File: config.mk
export PLATFORM = sky130hd
export DESIGN_NAME = aes_subshift_col_feeder
export DESIGN_NICKNAME = d
export VERILOG_FILES = /design/src/rtl/aes_subshift_col_feeder.sv
export SDC_FILE = /design/constraint.sdc
export NUM_CORES = 2
export LEC_CHECK = 0
export CAP_MARGIN = 20
export CELL_PAD_IN_SITES_DETAIL_PLACEMENT = 0
export CELL_PAD_IN_SITES_GLOBAL_PLACEMENT = 2
export CORE_MARGIN = 2
export CORE_UTILIZATION = 41
export DETAILED_ROUTE_END_ITERATION = 7
export DONT_BUFFER_PORTS = 1
export PLACE_DENSITY_LB_ADDON = 0.1
export SYNTH_ARGS = -nofsm -noshare
export SYNTH_HDL_FRONTEND = slang
export SYNTH_SLANG_ARGS = --single-unit
File: constraint.sdc
create_clock -name clk -period 18.6 [get_ports clk]
set_clock_uncertainty 0.05 [all_clocks]
set_input_delay 2.79 -clock clk [delete_from_list [all_inputs] [get_ports clk]]
set_output_delay 2.79 -clock clk [all_outputs]
set_load 0.02 [all_outputs]
File: src/rtl/aes_subshift_col_feeder.sv
// ============================================================================
// Module   : aes_subshift_col_feeder
// Brief    : AES SubBytes (one column per cycle) followed by a ShiftRows
//            column feeder for the MixColumns column calculator.
// Revision : 1.0 - initial release
// ============================================================================
`default_nettype none

module aes_subshift_col_feeder_sbox #(
    parameter logic [7:0] POLYNOMIAL = 8'h1B
) (
    input  logic [7:0] din,
    output logic [7:0] dout
);
    localparam logic [7:0] c_affine = 8'h63;

    function automatic logic [7:0] gf_mul(input logic [7:0] a, input logic [7:0] b);
        logic [7:0] p;
        logic [7:0] x;
        p = 8'h00;
        x = a;
        for (int i = 0; i < 8; i++) begin
            if (b[i]) p = p ^ x;
            x = {x[6:0], 1'b0} ^ (x[7] ? POLYNOMIAL : 8'h00);
        end
        return p;
    endfunction

    // a^254 = a^-1 for a != 0, and maps 0 to 0 without a special case
    function automatic logic [7:0] gf_inv(input logic [7:0] a);
        logic [7:0] sq;
        logic [7:0] acc;
        sq  = a;
        acc = 8'h01;
        for (int i = 1; i < 8; i++) begin
            sq  = gf_mul(sq, sq);
            acc = gf_mul(acc, sq);
        end
        return acc;
    endfunction

    logic [7:0] w_inv;

    always_comb begin
        w_inv = gf_inv(din);
        dout  = w_inv
              ^ {w_inv[6:0], w_inv[7]}
              ^ {w_inv[5:0], w_inv[7:6]}
              ^ {w_inv[4:0], w_inv[7:5]}
              ^ {w_inv[3:0], w_inv[7:4]}
              ^ c_affine;
    end
endmodule

module aes_subshift_col_feeder #(
    parameter bit         ENABLE_SUB   = 1'b1,
    parameter bit         ENABLE_SHIFT = 1'b1,
    parameter logic [7:0] POLYNOMIAL   = 8'h1B
) (
    input  logic         clk,
    input  logic         rst_n,
    input  logic         in_valid,
    output logic         in_ready,
    input  logic [127:0] in_state,
    input  logic         in_last_round,
    output logic         out_valid,
    input  logic         out_ready,
    output logic [7:0]   out_s0,
    output logic [7:0]   out_s1,
    output logic [7:0]   out_s2,
    output logic [7:0]   out_s3,
    output logic [1:0]   out_col_idx,
    output logic         out_last_col,
    output logic         out_last_round
);
    typedef enum logic [1:0] {
        IDLE = 2'd0,
        SUB  = 2'd1,
        SEND = 2'd2
    } state_t;

    state_t     r_fsm;
    state_t     w_fsm_next;
    logic [7:0] r_bytes [16];
    logic [1:0] r_col_cnt;
    logic       r_last_round;

    logic       w_load;
    logic       w_sub_en;
    logic       w_send_adv;
    logic [7:0] w_sub_in  [4];
    logic [7:0] w_sub_out [4];
    logic [7:0] w_out_byte [4];

    // ------------------------------------------------------------------
    // Control FSM
    // ------------------------------------------------------------------
    always_ff @(posedge clk or negedge rst_n) begin
        if (!rst_n) r_fsm <= IDLE;
        else        r_fsm <= w_fsm_next;
    end

    always_comb begin
        w_fsm_next = r_fsm;
        in_ready   = 1'b0;
        out_valid  = 1'b0;
        w_load     = 1'b0;
        w_sub_en   = 1'b0;
        w_send_adv = 1'b0;
        case (r_fsm)
            IDLE: begin
                in_ready = 1'b1;
                if (in_valid) begin
                    w_load     = 1'b1;
                    w_fsm_next = SUB;
                end
            end
            SUB: begin
                w_sub_en = 1'b1;
                if (r_col_cnt == 2'd3) w_fsm_next = SEND;
            end
            SEND: begin
                out_valid = 1'b1;
                if (out_ready) begin
                    w_send_adv = 1'b1;
                    if (r_col_cnt == 2'd3) w_fsm_next = IDLE;
                end
            end
            default: w_fsm_next = IDLE;
        endcase
    end

    // ------------------------------------------------------------------
    // State storage: bytes are updated in place, column by column
    // ------------------------------------------------------------------
    always_ff @(posedge clk or negedge rst_n) begin
        if (!rst_n) begin
            for (int k = 0; k < 16; k++) r_bytes[k] <= 8'h00;
            r_col_cnt    <= 2'd0;
            r_last_round <= 1'b0;
        end else if (w_load) begin
            for (int k = 0; k < 16; k++) r_bytes[k] <= in_state[127 - 8*k -: 8];
            r_col_cnt    <= 2'd0;
            r_last_round <= in_last_round;
        end else if (w_sub_en) begin
            for (int r = 0; r < 4; r++) r_bytes[{r_col_cnt, 2'(r)}] <= w_sub_out[r];
            r_col_cnt <= r_col_cnt + 2'd1;
        end else if (w_send_adv) begin
            r_col_cnt <= r_col_cnt + 2'd1;
        end
    end

    // ------------------------------------------------------------------
    // Per-row S-box lane and ShiftRows output selection
    // ------------------------------------------------------------------
    for (genvar r = 0; r < 4; r++) begin : g_row
        localparam logic [1:0] c_row = 2'(r);
        logic [1:0] w_src_col;

        assign w_sub_in[r] = r_bytes[{r_col_cnt, c_row}];

        if (ENABLE_SUB) begin : g_sub
            aes_subshift_col_feeder_sbox #(
                .POLYNOMIAL(POLYNOMIAL)
            ) u_sbox (
                .din  (w_sub_in[r]),
                .dout (w_sub_out[r])
            );
        end else begin : g_bypass
            assign w_sub_out[r] = w_sub_in[r];
        end

        // Row r is rotated left by r columns; the 2-bit add wraps mod 4
        if (ENABLE_SHIFT) begin : g_shift
            assign w_src_col = r_col_cnt + c_row;
        end else begin : g_noshift
            assign w_src_col = r_col_cnt;
        end

        assign w_out_byte[r] = out_valid ? r_bytes[{w_src_col, c_row}] : 8'h00;
    end

    assign out_s0         = w_out_byte[0];
    assign out_s1         = w_out_byte[1];
    assign out_s2         = w_out_byte[2];
    assign out_s3         = w_out_byte[3];
    assign out_col_idx    = out_valid ? r_col_cnt : 2'd0;
    assign out_last_col   = out_valid && (r_col_cnt == 2'd3);
    assign out_last_round = out_valid && r_last_round;
endmodule

`default_nettype wire

## After elaboration in Yosys (flattened, before gate mapping)

Index checks and enable logic that the tools add are counted.
Widths: inputs -> output; s select.

- Flip-flop bits (word level): 133
- Input bits: 133
- Output and inout port bits: 38
- Logic and storage cells: 1,700

- Add/subtract/negate cells: 3
- Order comparisons: 11
- Eq/ne operators: 7
- Mux-type cells: 867
- Bitwise logic cells: 783
- Reduce and logical (&&, ||, !) cells: 10

Operators with widths:

| operator | count |
|---|---|
| $xor 8x8->8 | 744 |
| $mux 8 | 442 |
| $mux 5 | 368 |
| $bwmux 128 | 4 |
| $mux 128 | 2 |
| $bmux 8 s4 | 7 |
| $demux 8 s4 | 4 |
| $ge 5x5->1 const B | 7 |
| $not 4->5 | 7 |
| $mux 7 | 4 |
| $not 1->1 const A | 28 |
| $mux 2 | 12 |
| $mux 6 | 4 |
| $lt 5x1->1 const B | 4 |
| $mux 4 | 4 |
| $not 4->4 | 4 |
| $mux 3 | 4 |
| $mux 1 | 11 |
| $ne 2x2->1 const B | 4 |
| $logic_and 1x1->1 | 6 |
| $pmux 2 s3 | 1 |
| $add 2x2->2 const B | 2 |
| $eq 2x2->1 const B | 2 |
| $reduce_and 4->1 | 1 |
| 5 further kinds | 5 |

## Logic depth before layout (Yosys ltp)

- Word-level depth: 142
- Mapped depth: 73

## Modules after synthesis

Synthesis repeated with hierarchy kept, for this count alone.

- Cell total of the unflattened synthesis: 8,454
- Area total of the unflattened synthesis: 69,437.8 um2

Modules (own cells, without submodules):

| module | instances | cells an instance | area an instance (um2) | seq. area each (um2) |
|---|---|---|---|---|
| aes_subshift_col_feeder_sbox | 4 | 1,942 | 15,220.8 | 0.0 |
| aes_subshift_col_feeder | 1 | 686 | 8,554.5 | 3,328.2 |

## Least setup slack after synthesis

Ideal clock, no wire load.

- Path kind: register -> register
- Start point: reg r_col_cnt[0]
- End point: reg r_bytes[24] (netlist bit)
- Setup time: 0.129 ns
- Data arrival time: 16.685 ns
- Required time: 18.421 ns
- Setup slack: 1.736 ns
- Stages on the path, launching flop included: 66
- Buffers on the path: 11
- Cell sequence: dfrtp_1 -> mux4_2 -> buf_2 -> buf_2 -> ha_1 -> buf_1 -> nand2_1 -> xnor2_2 -> inv_2 -> buf_2 -> clkbuf_1 -> ha_1 -> xnor3_1 -> nor3_1 -> a21oi_1 -> buf_2 -> xnor2_1 -> clkinv_1 -> [... 30 more ...] -> o32ai_2 -> xnor3_1 -> xnor2_4 -> xor2_1 -> mux2i_1 -> a22oi_1 -> xnor2_2 -> xor2_2 -> xor2_2 -> xor2_2 -> nand2_1 -> xor3_1 -> xnor2_2 -> xnor2_2 -> xnor3_1 -> xnor3_2 -> xnor2_2 -> o21ai_1

- Word-level cells in the longest chain between the ends: 139
- Elaborated cells on any way between the ends: 1,602
- Those cells by class: order compare (8); mux (838); bitwise (752); reduce/logical (4)

RTL lines:

| what | line | text |
|---|---|---|
| start: declaration | 85 | `logic [1:0] r_col_cnt;` |
| start signal: assignment | 147 | `r_col_cnt <= r_col_cnt + 2'd1;` |
| start signal: assignment | 149 | `r_col_cnt <= r_col_cnt + 2'd1;` |
| $not 4->5 (not written as such) | 146, 160 |  |
| $bmux 8 s4 | 160 | `assign w_sub_in[r] = r_bytes[{r_col_cnt, c_row}];` |
| $mux 8 (not written as such) (2 in series) | 160 |  |
| $mux 5, or another cell as far along | 24 | `x = {x[6:0], 1'b0} ^ (x[7] ? POLYNOMIAL : 8'h00);` |
| $xor 8x8->8 (on tied branches) | 24, 23 |  |
| $xor 8x8->8 or $mux 8 (tied branches) | 23 | `if (b[i]) p = p ^ x;` |
| $mux 8 or $xor 8x8->8 (tied branches) | 23 |  |
| $xor 8x8->8 or $mux 8 (tied branches) | 23 |  |
| [... 120 more ...] | -- |  |
| $xor 8x8->8 | 48 | `^ {w_inv[5:0], w_inv[7:6]}` |
| $xor 8x8->8 | 49 | `^ {w_inv[4:0], w_inv[7:5]}` |
| $xor 8x8->8 | 50 | `^ {w_inv[3:0], w_inv[7:4]}` |
| $not 4->4 (no line) | -- |  |
| $bwmux 128 (3 in series) | 146 | `for (int r = 0; r < 4; r++) r_bytes[{r_col_cnt, 2'(r)}] <= w_sub_out[r];` |
| $bwmux 128 * | 146 |  |
| $mux 128 * | 145 | `end else if (w_sub_en) begin` |
| $mux 128 * | 141 | `end else if (w_load) begin` |
| end: declaration | 84 | `logic [7:0] r_bytes [16];` |

Every way passes the cells marked *; elsewhere a longest branch is shown, timed or not. The select of a mux whose other input is x is not followed.
A chain may end at the register's enable or synchronous reset.

## Worst setup path after layout

- Start point: reg r_col_cnt[0]
- End point: reg r_bytes[66] (netlist bit)

- Word-level cells in the longest chain between the ends: 138
- Elaborated cells on any way between the ends: 1,598
- Those cells by class: order compare (8); mux (838); bitwise (748); reduce/logical (4)

RTL lines:

| what | line | text |
|---|---|---|
| $not 4->5 (not written as such) | 146, 160 |  |
| $bmux 8 s4 | 160 |  |
| $mux 8 (not written as such) (2 in series) | 160 |  |
| $mux 5, or another cell as far along | 24 |  |
| $xor 8x8->8 (on tied branches) | 24, 23 |  |
| $xor 8x8->8 or $mux 8 (tied branches) | 23 |  |
| $mux 8 or $xor 8x8->8 (tied branches) | 23 |  |
| $xor 8x8->8 or $mux 8 (tied branches) | 23 |  |
| [... 119 more ...] | -- |  |
| $xor 8x8->8 | 47 | `^ {w_inv[6:0], w_inv[7]}` |
| $xor 8x8->8 | 48 |  |
| $xor 8x8->8 | 49 |  |
| $xor 8x8->8 | 50 |  |
| $bwmux 128 (3 in series) | 146 |  |
| $bwmux 128 * | 146 |  |
| $mux 128 * | 145 |  |
| $mux 128 * | 141 |  |

Marks and branches as above.

==> impl_metrics.ini <==
[outcome]
status = finished clean

[global_route]
antenna_found_initial = 30
grt_pass1_vias = 58056
grt_pass1_wl_um = 363000
grt_start_max_net_pins = 134
grt.total_usage = 0.281
grt_remaining_overflow = 0

[die]
core_mm2 = 0.158
die_y_um = 403
dieArea_mm2 = 0.162
die_x_um = 403
rows = 146
io_pins = 171
initial_core_util = 0.412

[placed_design]
hpwl_um = 176000
place_area_mm2 = 0.0690
place.gp.congestion = 0.914
io_buffers = 0
place_inst = 10475

[clock_network]
clock-sinks = 133
cts_tree = built
root_buffer = clkbuf_16
cts_buffers = 17
clockBufferDepth = 2
cts_hold_buffers = 0
cts_max_level = 4
cts.reportedPaths.clkPinSlew_ns = 0.08
clk_latency_ns = 0.51

[setup_path]
max_stage_delay_ns = 0.63
path_max_fanout = 13
crit_path_start_kind = register
critical_path.top_delay_family = XOR/XNOR gates
end_kind = register
critical_path_arrival_ns = 17.98
crit_buf_inv = 3
cpMostUsedCell = xnor2_1
critPathKind = register to register
crit_slowest_cell = xnor3_2
cp.required_ns = 18.88

[sta]
maxSlewViolCount = 0
max_slew.worst_pin.slew_ns = 1.13
period_minus_slack_ns = 17.70
timing.final.crit_share = 0.952
clock.fmax_mhz = 56.5
hold_ws_ns = 0.459
final_hold_viol_count = 0
slew_headroom = 0.242
final-setup-viol-count = 0

[route]
wl_met2_um = 104000
wl_met3_um = 16300
wl_um = 235000
drt-met1-wl_um = 111000
drc = 0
dr.pass1.iters = 6
top_layer = met5
ant_nets = 0
num_vias = 61632
drt-vias-per-instance = 5.85
wire_per_inst_um = 22.3
drt_iter0_drc = 5269

[yosys]
yosys_warnings = 0
synth_edf_count = 0
yosys-top-cells-area = xnor2_1 (21%), xnor3_1 (9.6%), nor2_1 (6.6%)
netlist_instances = 8547
netlist_area_mm2 = 0.0651
async_reset_ff_frac = 1.00
syn_nets = 8712
synth_top_area_share = 0.214
synth_top_area_cell = xnor2_1
synthFlopType = dfrtp_1
syn_area_per_cell_um2 = 7.62
yosysSeqAreaShare = 0.0511
yosysUniqueCellTypes = 128
ys_ff_latch = 133

[finish]
fin_nets = 8600
drive_gt1_frac = 0.131
syn2layout_area_growth_pct = 7.88
stdcell_area_mm2 = 0.0703
postLayoutCoreUtil = 0.445
stdcell_count = 10528

[run]
max_cap_violations = 0

[worst_hold_path]
hp-class = register to register
flip-flops by register name (all words and copies together) (netlist names):
| register | count |
|---|---|
| r_last_round | 1 |
| r_bytes | 128 |
| r_fsm | 2 |
| r_col_cnt | 2 |
per-stage QoR:
| stage | setup TNS, ns | setup WS [ns] |
|---|---|---|
| 6_report | 0 | 0.901 |
| 5_1_grt | -0.0441 | -0.0277 |
| 4_1_cts | 0 | 0.00956 |
| 3_5_place_dp | -3.33 | -0.466 |
| 3_3_place_gp | -3.11 | -0.428 |
| 2_1_floorplan | 0 | 1.74 |
synthesized netlist by cell type (141+ instances only):
cell,count
xnor2_1,1590
nor3_1,217
a21oi_1,413
o21ai_0,418
buf_2,141
a22oi_1,179
nand2_1,900
nor2_1,1148
xor2_1,400
nand3_1,185
clkbuf_1,370
xnor3_1,277
mux2i_1,219
cells in the final DEF, fill, tap and decap left out, drive strengths merged, types with 41 or more instances in the layout:
master  instances
xnor2        1736
or2            46
a211oi         82
o211ai         62
mux4           61
and3           45
mux2           53
xnor3         314
nor2b          68
nand2         902
a22oi         183
mux2i         220
and2           96
nand3         185
o22ai         122
o21ai         477
dfrtp         133
nand2b         65
nor3          220
buf           463
inv            89
xor3           41
or3            44
xor2          443
a21oi         416
a31oi          72
nor2         1156
cells by family (layout without fill, tap and decap cells):
family,Yosys count,in the layout,synth area share
other cells,0,9,0
simple gates,2959,2959,0.201
compound gates,1852,1852,0.188
buf+inv,701,601,0.0470
fa+ha+maj,34,34,0.00646
flops,133,133,0.0511
mux,334,334,0.0641
xor+xnor,2534,2534,0.443
worst reg2reg max path, delay by kind of cell, from the launching register on:
kind	cells	cell delay, ns
adder cells (fa/ha/maj)	2	0.76
AO/OA/AOI/OAI	3	0.47
XOR/XNOR	38	13.02
flip-flops	1	0.61
AND/OR/NAND/NOR	5	0.62
multiplexers	3	1.24
buffers and inverters	3	0.76
timing repair:
item                                   in CTS  in global routing
resized for setup                           7                 71
setup endpoints to repair                  32                128
endpoints found under the hold margin       0                  0
setup buffers                               0                  8
pin swaps                                   0                  2
cell type report:
cell class | instances | area (µm²)
fillers | 16036 | 87800
multi-input cells | 7713 | 59800
repair buffers | 463 | 3500
flip-flops and latches | 133 | 3340
well taps | 2072 | 2590
clock buffers | 18 | 439
inverters | 107 | 403
clock inverters | 13 | 125
diodes | 9 | 22.5
final timing paths:
path / cells past startpoint / start / slack [ns] / to
setup / recovery: 54 / r_col_cnt[0]$_DFFE_PN0P_ / 0.90 / r_bytes[66]$_DFFE_PN0P_
hold / removal: 2 / r_bytes[26]$_DFFE_PN0P_ / 0.46 / r_bytes[26]$_DFFE_PN0P_
setup reg to reg: 54 / r_col_cnt[0]$_DFFE_PN0P_ / 0.90 / r_bytes[66]$_DFFE_PN0P_
hold reg to reg: 2 / r_bytes[26]$_DFFE_PN0P_ / 0.46 / r_bytes[26]$_DFFE_PN0P_
max in group asynchronous: 0 / rst_n / 16.17 / r_bytes[22]$_DFFE_PN0P_
min in group asynchronous: 0 / rst_n / 1.94 / r_bytes[106]$_DFFE_PN0P_
routing by layer:
metal,vias up,global-route usage
met5,-,0
met4,20,0.0455
met3,215,0.0466
met2,1818,0.437
met1,30025,0.410
li1,29554,-
Power is not shown: default switching activity piles up to over one toggle a cycle in this logic, so the estimate is an artifact.
